`config.mk`:
```
export PLATFORM = sky130hd
export DESIGN_NAME = keypad_encoder_flat
export DESIGN_NICKNAME = d
export VERILOG_FILES = /design/src/rtl/keypad_encoder_pkg.sv /design/src/rtl/keypad_encoder_if.sv /design/src/rtl/keypad_encoder_scan_timer.sv /design/src/rtl/keypad_encoder.sv /design/src/flat_wrapper.sv
export SDC_FILE = /design/constraint.sdc
export NUM_CORES = 1
export LEC_CHECK = 0
export CORE_ASPECT_RATIO = 0.9
export CORE_MARGIN = 2
export CORE_UTILIZATION = 58
export DETAILED_ROUTE_END_ITERATION = 16
export GPL_TIMING_DRIVEN = 0
export HOLD_SLACK_MARGIN = 0.06
export MAX_ROUTING_LAYER = met4
export PLACE_DENSITY = 0.77
export SLEW_MARGIN = 20
export SYNTH_ARGS = -nofsm -noshare
export SYNTH_HDL_FRONTEND = slang
export SYNTH_SLANG_ARGS = --single-unit
```
`constraint.sdc`:
```
create_clock -name clk -period 2.75 [get_ports clk]
set_input_delay 0.55 -clock clk [delete_from_list [all_inputs] [get_ports clk]]
set_output_delay 0.55 -clock clk [all_outputs]
set_load 0.02 [all_outputs]
```
`src/rtl/keypad_encoder_pkg.sv`:
```
// Shared types, constants and helpers for the 4x3 matrix keypad encoder.
// Pure definitions; no latency or flow-control implications of their own.
package keypad_encoder_pkg;

    typedef enum logic [1:0] {
        S_SCAN     = 2'd0,
        S_DEBOUNCE = 2'd1,
        S_HELD     = 2'd2
    } state_t;

    localparam int          KP_ROWS   = 4;
    localparam int          KP_COLS   = 3;
    localparam logic [3:0]  KEY_NONE  = 4'd0;
    localparam logic [2:0]  COL_RESET = 3'b110;

    // Rotating the single low bit left walks col 0 -> 1 -> 2 -> 0.
    function automatic logic [2:0] col_next(input logic [2:0] col);
        return {col[1:0], col[2]};
    endfunction

    function automatic logic [1:0] col_index(input logic [2:0] col);
        logic [1:0] idx;
        case (col)
            3'b101:  idx = 2'd1;
            3'b011:  idx = 2'd2;
            default: idx = 2'd0;
        endcase
        return idx;
    endfunction

    function automatic logic [1:0] lowest_low(input logic [3:0] row);
        logic [1:0] idx;
        if (!row[0])      idx = 2'd0;
        else if (!row[1]) idx = 2'd1;
        else if (!row[2]) idx = 2'd2;
        else              idx = 2'd3;
        return idx;
    endfunction

    function automatic logic [3:0] key_code(input logic [1:0] r, input logic [1:0] c);
        return ({2'b00, r} * 4'd3) + {2'b00, c} + 4'd1;
    endfunction

endpackage

```
`src/rtl/keypad_encoder_if.sv`:
```
// Keypad pin and key-code bundle: master is the encoder, slave is the board/game side.
// Plain wires, no latency and no backpressure.
interface keypad_encoder_if;
    logic [keypad_encoder_pkg::KP_ROWS-1:0] row;
    logic [keypad_encoder_pkg::KP_COLS-1:0] col;
    logic [3:0]                             out;
    logic                                   key_valid;
    logic                                   key_held;

    modport master (input row, output col, output out, output key_valid, output key_held);
    modport slave  (output row, input col, input out, input key_valid, input key_held);
endinterface

```
`src/rtl/keypad_encoder_scan_timer.sv`:
```
// Dwell timer: free-running counter, tick high on the last cycle of every SCAN_DIV window.
// Tick is combinational from the count register; no backpressure.
module scan_timer #(
    parameter logic [15:0] SCAN_DIV = 16'd50000
) (
    input  logic clk,
    input  logic rst,
    output logic tick
);
    logic [15:0] cnt_q;
    logic [15:0] cnt_d;

    always_comb begin
        tick  = (cnt_q == SCAN_DIV - 16'd1);
        cnt_d = tick ? 16'd0 : cnt_q + 16'd1;
    end

    always_ff @(posedge clk or posedge rst) begin
        if (rst) cnt_q <= 16'd0;
        else     cnt_q <= cnt_d;
    end
endmodule

```
`src/rtl/keypad_encoder.sv`:
```
// Scans a 4x3 active-low keypad, debounces on dwell ticks and emits a held key code.
// Registered outputs; key_valid one cycle after the accepting tick; no backpressure.
module keypad_encoder
    import keypad_encoder_pkg::*;
#(
    parameter logic [15:0] SCAN_DIV     = 16'd50000,
    parameter logic [3:0]  DEBOUNCE_CNT = 4'd4
) (
    input  logic              clk,
    input  logic              rst,
    keypad_encoder_if.master  kp
);
    logic       tick;
    logic [3:0] sync1_q, sync2_q;
    state_t     state_q;
    logic [2:0] col_q;
    logic [3:0] out_q;
    logic       key_valid_q, key_held_q;
    logic [1:0] cand_row_q, cand_col_q;
    logic [3:0] deb_cnt_q, rel_cnt_q;
    logic [3:0] deb_cnt_d, rel_cnt_d;
    logic       cand_low;

    scan_timer #(.SCAN_DIV(SCAN_DIV)) u_timer (
        .clk  (clk),
        .rst  (rst),
        .tick (tick)
    );

    always_comb begin
        deb_cnt_d = (deb_cnt_q == 4'hF) ? deb_cnt_q : deb_cnt_q + 4'd1;
        rel_cnt_d = (rel_cnt_q == 4'hF) ? rel_cnt_q : rel_cnt_q + 4'd1;
        cand_low  = ~sync2_q[cand_row_q];
    end

    always_ff @(posedge clk or posedge rst) begin
        if (rst) begin
            sync1_q <= 4'b1111;
            sync2_q <= 4'b1111;
        end else begin
            sync1_q <= kp.row;
            sync2_q <= sync1_q;
        end
    end

    always_ff @(posedge clk or posedge rst) begin
        if (rst) begin
            state_q     <= S_SCAN;
            col_q       <= COL_RESET;
            out_q       <= KEY_NONE;
            key_valid_q <= 1'b0;
            key_held_q  <= 1'b0;
            cand_row_q  <= 2'd0;
            cand_col_q  <= 2'd0;
            deb_cnt_q   <= 4'd0;
            rel_cnt_q   <= 4'd0;
        end else begin
            key_valid_q <= 1'b0;
            if (tick) begin
                case (state_q)
                    S_SCAN: begin
                        if (&sync2_q) begin
                            col_q <= col_next(col_q);
                        end else begin
                            cand_row_q <= lowest_low(sync2_q);
                            cand_col_q <= col_index(col_q);
                            deb_cnt_q  <= 4'd1;
                            if (DEBOUNCE_CNT <= 4'd1) begin
                                out_q       <= key_code(lowest_low(sync2_q), col_index(col_q));
                                key_valid_q <= 1'b1;
                                key_held_q  <= 1'b1;
                                state_q     <= S_HELD;
                            end else begin
                                state_q <= S_DEBOUNCE;
                            end
                        end
                    end
                    S_DEBOUNCE: begin
                        if (cand_low) begin
                            deb_cnt_q <= deb_cnt_d;
                            if (deb_cnt_d >= DEBOUNCE_CNT) begin
                                out_q       <= key_code(cand_row_q, cand_col_q);
                                key_valid_q <= 1'b1;
                                key_held_q  <= 1'b1;
                                state_q     <= S_HELD;
                            end
                        end else begin
                            deb_cnt_q <= 4'd0;
                            col_q     <= col_next(col_q);
                            state_q   <= S_SCAN;
                        end
                    end
                    S_HELD: begin
                        // Only the candidate row matters; other rows in this column are ignored.
                        if (!cand_low) begin
                            if (rel_cnt_d >= DEBOUNCE_CNT) begin
                                out_q      <= KEY_NONE;
                                key_held_q <= 1'b0;
                                rel_cnt_q  <= 4'd0;
                                col_q      <= col_next(col_q);
                                state_q    <= S_SCAN;
                            end else begin
                                rel_cnt_q <= rel_cnt_d;
                            end
                        end else begin
                            rel_cnt_q <= 4'd0;
                        end
                    end
                    default: state_q <= S_SCAN;
                endcase
            end
        end
    end

    assign kp.col       = col_q;
    assign kp.out       = out_q;
    assign kp.key_valid = key_valid_q;
    assign kp.key_held  = key_held_q;
endmodule

```
`src/flat_wrapper.sv`:
```
// flat-port wrapper written by rule: the top's interface ports become plain ports
module keypad_encoder_flat import keypad_encoder_pkg::*;
#(
    parameter logic [15:0] SCAN_DIV     = 16'd50000,
    parameter logic [3:0]  DEBOUNCE_CNT = 4'd4
)
  (clk, rst, kp_row, kp_col, kp_out, kp_key_valid, kp_key_held);
  keypad_encoder_if kp_i ();
  input  logic clk;
  input  logic rst;
  input wire logic [$bits(kp_i.row)-1:0] kp_row;
  output wire logic [$bits(kp_i.col)-1:0] kp_col;
  output wire logic [$bits(kp_i.out)-1:0] kp_out;
  output wire logic [$bits(kp_i.key_valid)-1:0] kp_key_valid;
  output wire logic [$bits(kp_i.key_held)-1:0] kp_key_held;
  assign kp_i.row = kp_row;
  assign kp_col = kp_i.col;
  assign kp_out = kp_i.out;
  assign kp_key_valid = kp_i.key_valid;
  assign kp_key_held = kp_i.key_held;
  keypad_encoder #(.SCAN_DIV(SCAN_DIV), .DEBOUNCE_CNT(DEBOUNCE_CNT)) u_core (.clk(clk), .rst(rst), .kp(kp_i));
endmodule
```
==> results_tabular.tex, run 1 <==
\begin{tabular}{lr}
\hline
Metric & Value \\
\hline
\multicolumn{2}{l}{\textbf{Timing}} \\
Worst rel slew slack & 0.319 \\
Final count of hold timing violations & 0 \\
TNS Setup & 0 ns \\
Top achievable clock speed & 393 MHz \\
RSZ-0062 raised after global routing & false \\
Final cycle utilization of the critical path & 0.925 \\
Final worst slack & 0.205 ns \\
Minimum clock period & 2.54 ns \\
Final setup violating endpoints & 0 \\
Actual slew at the worst max-slew pin & 1.01 ns \\
Max Transition Viols Final & 0 \\
Clk\_skew & 0.00289 ns \\
\multicolumn{2}{l}{\textbf{Worst setup path}} \\
Type of destination of the critical path & flip-flop \\
Critical path launch point type & flip-flop \\
Biggest cell delay along the critical path & 0.57 ns \\
Worst Setup Path Type & reg2reg \\
Critical R2R Capture & u\_core.kp.col[0]\$\_DFFE\_PP0P\_ \\
Reg2reg start & u\_core.u\_timer.cnt\_q[13]\$\_DFF\_PP0\_ \\
Ordered list of cells on the worst path & or4\_4, nor4\_4, nand2\_2, a2111oi\_4, mux2\_1 \\
Worst-path cell with the longest stage delay & sky130\_fd\_sc\_hd\_\_or4\_4 \\
Number of buffer and inverter stages on the critical path & 0 \\
Critical Path RT & 2.93 ns \\
Highest net fanout along the worst path & 6 \\
Register-to-Register Path Depth & 5 \\
CP delay by family, top & simple AND/OR/NAND/NOR gates \\
Data arrival time of the critical path & 2.73 ns \\
R2r setup slk & 0.21 ns \\
\multicolumn{2}{l}{\textbf{Cells and area}} \\
Layout Utilization & 0.676 \\
Layout-stage area growth over the synthesis result & 14.1\% \\
Share of final-layout standard cells stronger than drive strength 1 & 0.136 \\
Antenna cells & 0 \\
Final Net Count & 259 \\
\multicolumn{2}{l}{\textbf{Synth}} \\
Number of warnings printed during yosys synthesis & 0 \\
Top flip-flop cell by instance count after synthesis & sky130\_fd\_sc\_hd\_\_dfrtp\_1 \\
Synth Cell Area & 2360 um\^{}2 \\
Synthesized area per cell & 10.8 um\^{}2 \\
Post-synthesis cell count & 219 \\
Syn\_nets & 237 \\
Flops \& latches, synth & 47 \\
EDFF count, synth & 0 \\
Post-synth ARST share & 1.00 \\
Share of the yosys chip area belonging to registers & 0.503 \\
Netlist cell types & 49 \\
\multicolumn{2}{l}{\textbf{Floorplanning}} \\
Starting utilization of the core area & 0.592 \\
Area of the core region & 3990 um\^{}2 \\
Overall die height & 64.6 um \\
Boundary pin count & 15 \\
Row count & 22 \\
Full die area & 4600 um\^{}2 \\
Floorplan die width & 71.3 um \\
\multicolumn{2}{l}{\textbf{Routing}} \\
Via total after detailed routing & 1635 \\
Number of vias per cell after detailed routing & 5.64 \\
WL final & 3880 um \\
DR iter-0 viols & 84 \\
Residual DRC count & 0 \\
Final routed wire length divided by cell count & 13.4 um \\
Iteration count of the initial detailed-routing pass & 4 \\
Antenna-violating nets left & 0 \\
\multicolumn{2}{l}{\textbf{CTS}} \\
CTS Buf Count & 5 \\
Clock tree from TritonCTS & done \\
Number of setup buffers added after CTS & 0 \\
Clock-pin slew on the worst setup and hold paths & 0.09 ns \\
Clock Root Buffer & sky130\_fd\_sc\_hd\_\_clkbuf\_8 \\
Number of levels in the clock H-tree & 2 \\
Quantity of hold-fixing buffers added after cts & 0 \\
Post-cts gate resize count & 0 \\
Insertion delay of the later-clocked pin in the worst-skew pair & 0.30 ns \\
Clock tree buffer depth & 2 \\
\# clock sinks & 47 \\
\multicolumn{2}{l}{\textbf{Global route}} \\
Global route overflow & 0 \\
Global-route wire length before repair & 6780 um \\
GRT Total Usage & 0.195 \\
Maximum number of pins on one net before global-route repair & 31 \\
Initial antenna violation count & 0 \\
Via count of the first global-routing pass & 1539 \\
\multicolumn{2}{l}{\textbf{Power and ir drop}} \\
Sum of internal, switching and leakage power & 1240 uW \\
Leak Pwr & 0.00119 uW \\
Power density over the cells & 458 nW/um\^{}2 \\
Maximum ir drop on the vdd rail & 0.319 mV \\
\multicolumn{2}{l}{\textbf{Hold path}} \\
Depth of the worst hold-timing path & 0 \\
Worst min path class & reg2reg \\
Endpoint with the worst hold slack & u\_core.sync2\_q[2]\$\_DFF\_PP1\_ \\
Min-Delay Startpoint & u\_core.sync1\_q[2]\$\_DFF\_PP1\_ \\
\multicolumn{2}{l}{\textbf{Placed design}} \\
Detail Placement HPWL & 2830 um \\
Weighted congestion reported at the end of routability-driven placement & 0.826 \\
Setup Slack @ Placement & 0.203 ns \\
Port Buffers & 14 \\
\multicolumn{2}{l}{\textbf{Status}} \\
Status & complete, no violations \\
\multicolumn{2}{l}{\textbf{Run}} \\
Max-Cap Viols & 0 \\
\hline
\end{tabular}
## placed cells by master, fill, tap and decap left out, types with 2 or more instances in the layout
cell / instances
sky130_fd_sc_hd__a21boi_0: 2
sky130_fd_sc_hd__a21oi_1: 8
sky130_fd_sc_hd__a221oi_1: 2
sky130_fd_sc_hd__and2_1: 6
sky130_fd_sc_hd__and3_1: 2
sky130_fd_sc_hd__and4_1: 2
sky130_fd_sc_hd__clkbuf_1: 3
sky130_fd_sc_hd__clkbuf_8: 5
sky130_fd_sc_hd__clkdlybuf4s50_1: 14
sky130_fd_sc_hd__dfrtp_1: 37
sky130_fd_sc_hd__dfstp_2: 10
sky130_fd_sc_hd__fa_1: 2
sky130_fd_sc_hd__ha_1: 10
sky130_fd_sc_hd__inv_1: 14
sky130_fd_sc_hd__mux2_1: 3
sky130_fd_sc_hd__mux2_2: 5
sky130_fd_sc_hd__mux2i_1: 3
sky130_fd_sc_hd__nand2_1: 14
sky130_fd_sc_hd__nand2b_1: 4
sky130_fd_sc_hd__nand3_1: 12
sky130_fd_sc_hd__nand3b_1: 4
sky130_fd_sc_hd__nand4_1: 4
sky130_fd_sc_hd__nor2_1: 19
sky130_fd_sc_hd__nor3_1: 2
sky130_fd_sc_hd__nor3b_1: 2
sky130_fd_sc_hd__o21ai_0: 11
sky130_fd_sc_hd__xnor2_1: 5
sky130_fd_sc_hd__xor2_1: 9
## state kept, by name (all words and copies together) (netlist names)
name	count
u_core.u_timer.cnt_q	16
u_core.deb_cnt_q	4
u_core.kp.out	4
u_core.rel_cnt_q	4
u_core.sync1_q	4
u_core.sync2_q	4
u_core.kp.col	3
u_core.cand_col_q	2
u_core.cand_row_q	2
u_core.state_q	2
u_core.kp.key_held	1
u_core.kp.key_valid	1
## kinds of logic (layout without fill, tap and decap cells)
kind of cell | after synthesis | count (layout) | synth area share
mux | 11 | 11 | 0.0508
compound gates | 37 | 37 | 0.112
buf+inv | 18 | 41 | 0.0286
flops | 47 | 47 | 0.503
simple gates | 80 | 80 | 0.185
fa+ha+maj | 12 | 12 | 0.0698
xor+xnor | 14 | 14 | 0.0519
## worst max path at each step
stage / startpoint / end / depth (start not counted)
floorplan: u_core.u_timer.cnt_q[13]$_DFF_PP0_ / u_core.kp.col[0]$_DFFE_PP0P_ / 5
CTS: u_core.u_timer.cnt_q[13]$_DFF_PP0_ / u_core.kp.col[0]$_DFFE_PP0P_ / 5
global route: u_core.u_timer.cnt_q[13]$_DFF_PP0_ / u_core.kp.col[0]$_DFFE_PP0P_ / 5
finish: u_core.u_timer.cnt_q[13]$_DFF_PP0_ / u_core.kp.col[0]$_DFFE_PP0P_ / 5
global placement: rst / u_core.deb_cnt_q[1]$_DFFE_PP0P_ / 2
detailed placement: u_core.u_timer.cnt_q[13]$_DFF_PP0_ / u_core.kp.col[0]$_DFFE_PP0P_ / 5
## cell type report
cell class                      instances  area [um^2]
Buffer                                  3         11.3
Clock buffer                            5         68.8
Clock inverter                          3         43.8
Fill cell                             330         1290
Inverter                               15         56.3
Multi-Input combinational cell        154         1110
Sequential cell                        47         1190
Tap cell                               48         60.1
Timing Repair Buffer                   15          160
## report_power, final
part           internal (uW)  switching, uW  leakage [uW]  total [uW]
combinational           11.9           17.6      0.000525        29.6
clock                    271            231     0.0000581         501
sequential               701           2.98      0.000607         704
total                    984            251       0.00119        1240
## Yosys cell counts (2+ instances only)
master / n / area, um^2
sky130_fd_sc_hd__nand3b_1: 4 / 30.0
sky130_fd_sc_hd__dfstp_2: 10 / 263
sky130_fd_sc_hd__and3_1: 2 / 12.5
sky130_fd_sc_hd__xor2_1: 9 / 78.8
sky130_fd_sc_hd__xnor2_1: 5 / 43.8
sky130_fd_sc_hd__a21boi_0: 2 / 15.0
sky130_fd_sc_hd__clkbuf_1: 3 / 11.3
sky130_fd_sc_hd__nand2b_1: 4 / 25.0
sky130_fd_sc_hd__mux2_2: 5 / 56.3
sky130_fd_sc_hd__nand2_1: 14 / 52.6
sky130_fd_sc_hd__fa_1: 2 / 40.0
sky130_fd_sc_hd__nand3_1: 12 / 60.1
sky130_fd_sc_hd__and2_1: 6 / 37.5
sky130_fd_sc_hd__dfrtp_1: 37 / 926
sky130_fd_sc_hd__mux2_1: 3 / 33.8
sky130_fd_sc_hd__a21oi_1: 8 / 40.0
sky130_fd_sc_hd__nand4_1: 4 / 25.0
sky130_fd_sc_hd__inv_1: 15 / 56.3
sky130_fd_sc_hd__ha_1: 10 / 125
sky130_fd_sc_hd__mux2i_1: 3 / 30.0
sky130_fd_sc_hd__a221oi_1: 2 / 17.5
sky130_fd_sc_hd__nor3_1: 2 / 10.0
sky130_fd_sc_hd__nor3b_1: 2 / 15.0
sky130_fd_sc_hd__o21ai_0: 11 / 55.1
sky130_fd_sc_hd__and4_1: 2 / 17.5
sky130_fd_sc_hd__nor2_1: 19 / 71.3
## per-stage QoR
stage / cells / area, um^2 / hold slack, ns
finish: 290 / 2700 / 0.359
global route: 290 / 2700 / 0.363
CTS: 290 / 2700 / 0.360
detailed placement: 282 / 2580 / 0.347
global placement: 281 / 2560 / 0.347
floorplan: 219 / 2360 / 0.345
## layer usage
metal  share of wire  global-route usage  vias to the layer above
met5               0                   -                        -
met4           0.014              0.0873                        0
met3           0.041              0.0420                        6
met2            0.46               0.292                       32
met1            0.49               0.257                      791
li1                -                   -                      806
Note: power is estimated with default switching activity, not from simulation.
==> inputs of run 2 (changes only) <==
- CAP_MARGIN: not set -> 0
- CORE_UTILIZATION: 58 -> 53
- PLACE_DENSITY: 0.77 -> 0.74
- SKIP_CTS_REPAIR_TIMING: not set -> 1
- clock period: 2.75 -> 2.24 ns (I/O delays scaled with it)
==> results_tabular.tex, run 2 (synthesized netlist as in run 1, its figures left out) <==
\begin{tabular}{lr}
\hline
Metric & Value \\
\hline
\multicolumn{2}{l}{\textbf{Worst setup path}} \\
Worst-path cell with the longest stage delay & sky130\_fd\_sc\_hd\_\_or4\_4 \\
Critical Path RT & 2.47 ns (-0.46 ns) \\
Biggest cell delay along the critical path & 0.54 ns (-0.03 ns) \\
R2r setup slk & -0.005 ns (-0.21 ns) \\
Type of destination of the critical path & flip-flop \\
Ordered list of cells on the worst path & or4\_4, nor4\_4, buf\_4, o2111a\_2, or3b\_1, o21ai\_1 \\
Highest net fanout along the worst path & 5 (-1) \\
Data arrival time of the critical path & 2.48 ns (-0.25 ns) \\
Worst Setup Path Type & reg2reg \\
CP delay by family, top & simple AND/OR/NAND/NOR gates \\
Number of buffer and inverter stages on the critical path & 1 (+1) \\
Critical path launch point type & flip-flop \\
\multicolumn{2}{l}{\textbf{Timing}} \\
Actual slew at the worst max-slew pin & 0.450 ns (-0.560 ns) \\
Final count of hold timing violations & 0 (unchanged) \\
Final worst slack & -0.00471 ns (-0.210 ns) \\
Final cycle utilization of the critical path & 1.00 (+0.0768) \\
Worst rel slew slack & 0.699 (+0.380) \\
Clk\_skew & 0.00558 ns (+0.00269 ns) \\
Max Transition Viols Final & 0 (unchanged) \\
RSZ-0062 raised after global routing & true \\
Final setup violating endpoints & 1 (+1) \\
Top achievable clock speed & 445 MHz (+13\%) \\
Minimum clock period & 2.24 ns (-0.300 ns) \\
\multicolumn{2}{l}{\textbf{Cells and area}} \\
Share of final-layout standard cells stronger than drive strength 1 & 0.198 (+0.0613) \\
Commonest non-fill, non-tap cells in the layout & sky130\_fd\_sc\_hd\_\_dfrtp\_1 (37), sky130\_fd\_sc\_hd\_\_nor2\_1 (18), sky130\_fd\_sc\_hd\_\_inv\_1 (14), sky130\_fd\_sc\_hd\_\_clkdlybuf4s50\_1 (14), sky130\_fd\_sc\_hd\_\_nand2\_1 (13) \\
Most flop-heavy register & u\_core.u\_timer.cnt\_q \\
Antenna cells & 0 (unchanged) \\
Largest register FFs & 16 (unchanged) \\
Most common cell after layout, fill and taps aside & sky130\_fd\_sc\_hd\_\_dfrtp\_1 \\
Final Net Count & 270 (+4.2\%) \\
Layout-stage area growth over the synthesis result & 19.5\% \\
Final cell count without fillers & 315 (+8.6\%) \\
Final design area excluding fillers & 2830 um\^{}2 (+4.7\%) \\
\multicolumn{2}{l}{\textbf{Placed design}} \\
Detail Placement HPWL & 2780 um (-1.9\%) \\
Weighted congestion reported at the end of routability-driven placement & 0.824 (-0.23\%) \\
Placed cell area & 2600 um\^{}2 (+0.68\%) \\
Port Buffers & 14 (unchanged) \\
Post-placement cell count & 296 (+5.0\%) \\
Setup Slack @ Placement & -0.162 ns (-0.365 ns) \\
\multicolumn{2}{l}{\textbf{Power and ir drop}} \\
Maximum ir drop on the vdd rail & 0.349 mV (+9.4\%) \\
Power density over the cells & 493 nW/um\^{}2 (+7.7\%) \\
Leak Pwr & 0.00126 uW (+5.6\%) \\
\multicolumn{2}{l}{\textbf{CTS}} \\
Clock tree from TritonCTS & done \\
\# clock sinks & 47 (unchanged) \\
Clock Root Buffer & sky130\_fd\_sc\_hd\_\_clkbuf\_8 \\
Number of levels in the clock H-tree & 2 (unchanged) \\
Clock-pin slew on the worst setup and hold paths & 0.08 ns (about the same) \\
Clock tree buffer depth & 2 (unchanged) \\
Insertion delay of the later-clocked pin in the worst-skew pair & 0.30 ns (about the same) \\
CTS Buf Count & 5 (unchanged) \\
\multicolumn{2}{l}{\textbf{Floorplanning}} \\
Row count & 23 (+4.5\%) \\
Starting utilization of the core area & 0.541 (-0.0519) \\
Boundary pin count & 15 (unchanged) \\
Full die area & 5010 um\^{}2 (+8.9\%) \\
Overall die height & 67.4 um (+4.3\%) \\
Area of the core region & 4370 um\^{}2 (+9.6\%) \\
Floorplan die width & 74.4 um (+4.4\%) \\
\multicolumn{2}{l}{\textbf{Routing}} \\
Number of vias per cell after detailed routing & 5.21 (-7.7\%) \\
DR WL met2 & 1730 um (-2.3\%) \\
Met3 routed WL & 125 um (-22\%) \\
Iteration count of the initial detailed-routing pass & 4 (unchanged) \\
WL final & 4020 um (+3.5\%) \\
Antenna-violating nets left & 0 (unchanged) \\
Via total after detailed routing & 1640 (+0.31\%) \\
Max Used Layer & met4 \\
Wire length the detailed router placed on met1 & 2070 um (+9.4\%) \\
Residual DRC count & 0 (unchanged) \\
DR iter-0 viols & 72 (-14\%) \\
Final routed wire length divided by cell count & 12.8 um (-4.8\%) \\
\multicolumn{2}{l}{\textbf{Global route}} \\
Global route overflow & 0 (unchanged) \\
Via count of the first global-routing pass & 1450 (-5.8\%) \\
GRT Total Usage & 0.182 (-0.0125) \\
Global-route wire length before repair & 6590 um (-2.7\%) \\
Initial antenna violation count & 0 (unchanged) \\
Maximum number of pins on one net before global-route repair & 36 (+16\%) \\
\multicolumn{2}{l}{\textbf{Hold path}} \\
Worst min path class & reg2reg \\
\multicolumn{2}{l}{\textbf{Run}} \\
Max-Cap Viols & 0 (unchanged) \\
\multicolumn{2}{l}{\textbf{Status}} \\
Status & finished, violations left \\
Failing checks & setup timing \\
\hline
\end{tabular}
==> run 2: final timing paths <==
path | from | to | depth (start not counted)
max | u_core.u_timer.cnt_q[13]$_DFF_PP0_ | u_core.kp.out[3]$_DFFE_PP0P_ | 6
min | u_core.sync1_q[3]$_DFF_PP1_ | u_core.sync2_q[3]$_DFF_PP1_ | 0
max reg2reg | u_core.u_timer.cnt_q[13]$_DFF_PP0_ | u_core.kp.out[3]$_DFFE_PP0P_ | 6
min reg2reg | u_core.sync1_q[3]$_DFF_PP1_ | u_core.sync2_q[3]$_DFF_PP1_ | 0
max in group asynchronous | rst | u_core.sync2_q[1]$_DFF_PP1_ | 3
min in group asynchronous | rst | u_core.u_timer.cnt_q[14]$_DFF_PP0_ | 2
==> run 2: layout make-up <==
class / count / area [um^2]
plain buffers: 3 / 11.3
clock buffers: 7 / 76.3
clock inverters: 1 / 5.00
fillers: 373 / 1550
inverters: 15 / 56.3
multi-input cells: 154 / 1170
flip-flops and latches: 47 / 1190
well taps: 62 / 77.6
repair buffers: 26 / 243
==> run 2: power by group <==
part | total [uW] | switching [uW] | internal, uW | leakage (uW)
Sequential | 865 | 3.90 | 861 | 0.000607
Combinational | 37.5 | 22.5 | 15.0 | 0.000608
Clock | 490 | 271 | 219 | 0.0000422
==> run 2: through the flow <==
step           hold slack, ns  utilization  power (uW)  setup TNS [ns]
2_1_floorplan           0.345            -         898               0
3_3_place_gp            0.346        0.590         914           -8.72
3_5_place_dp            0.347        0.595         919          -0.730
4_1_cts                 0.360        0.614        1420          -0.871
5_1_grt                 0.368        0.646        1460          -0.272
6_report                0.358        0.646        1390        -0.00471
==> run 2: per-layer routing <==
| metal | vias to the layer above | GRT usage |
|---|---|---|
| met5 | - | - |
| met3 | 7 | 0.0493 |
| met4 | 0 | 0.0871 |
| li1 | 827 | - |
| met1 | 786 | 0.258 |
| met2 | 20 | 0.241 |
==> inputs of run 3 (changes only) <==
--- a/config.mk
+++ b/config.mk
@@ -10,4 +10,5 @@
 export CORE_MARGIN = 2
 export CORE_UTILIZATION = 53
+export CTS_CLUSTER_DIAMETER = 60
 export DETAILED_ROUTE_END_ITERATION = 16
 export GPL_TIMING_DRIVEN = 0
==> constraint.sdc (replaced) <==
create_clock -name clk -period 2.24 [get_ports clk]
set_input_delay 0.224 -clock clk [delete_from_list [all_inputs] [get_ports clk]]
set_output_delay 0.224 -clock clk [all_outputs]
set_load 0.02 [all_outputs]
==> results of run 3 <==
Same layout as run 2 (identical final DEF). Status: finished, violations left: setup timing.
Among the figures that moved: hold slack 0.358 ns -> 0.182 ns
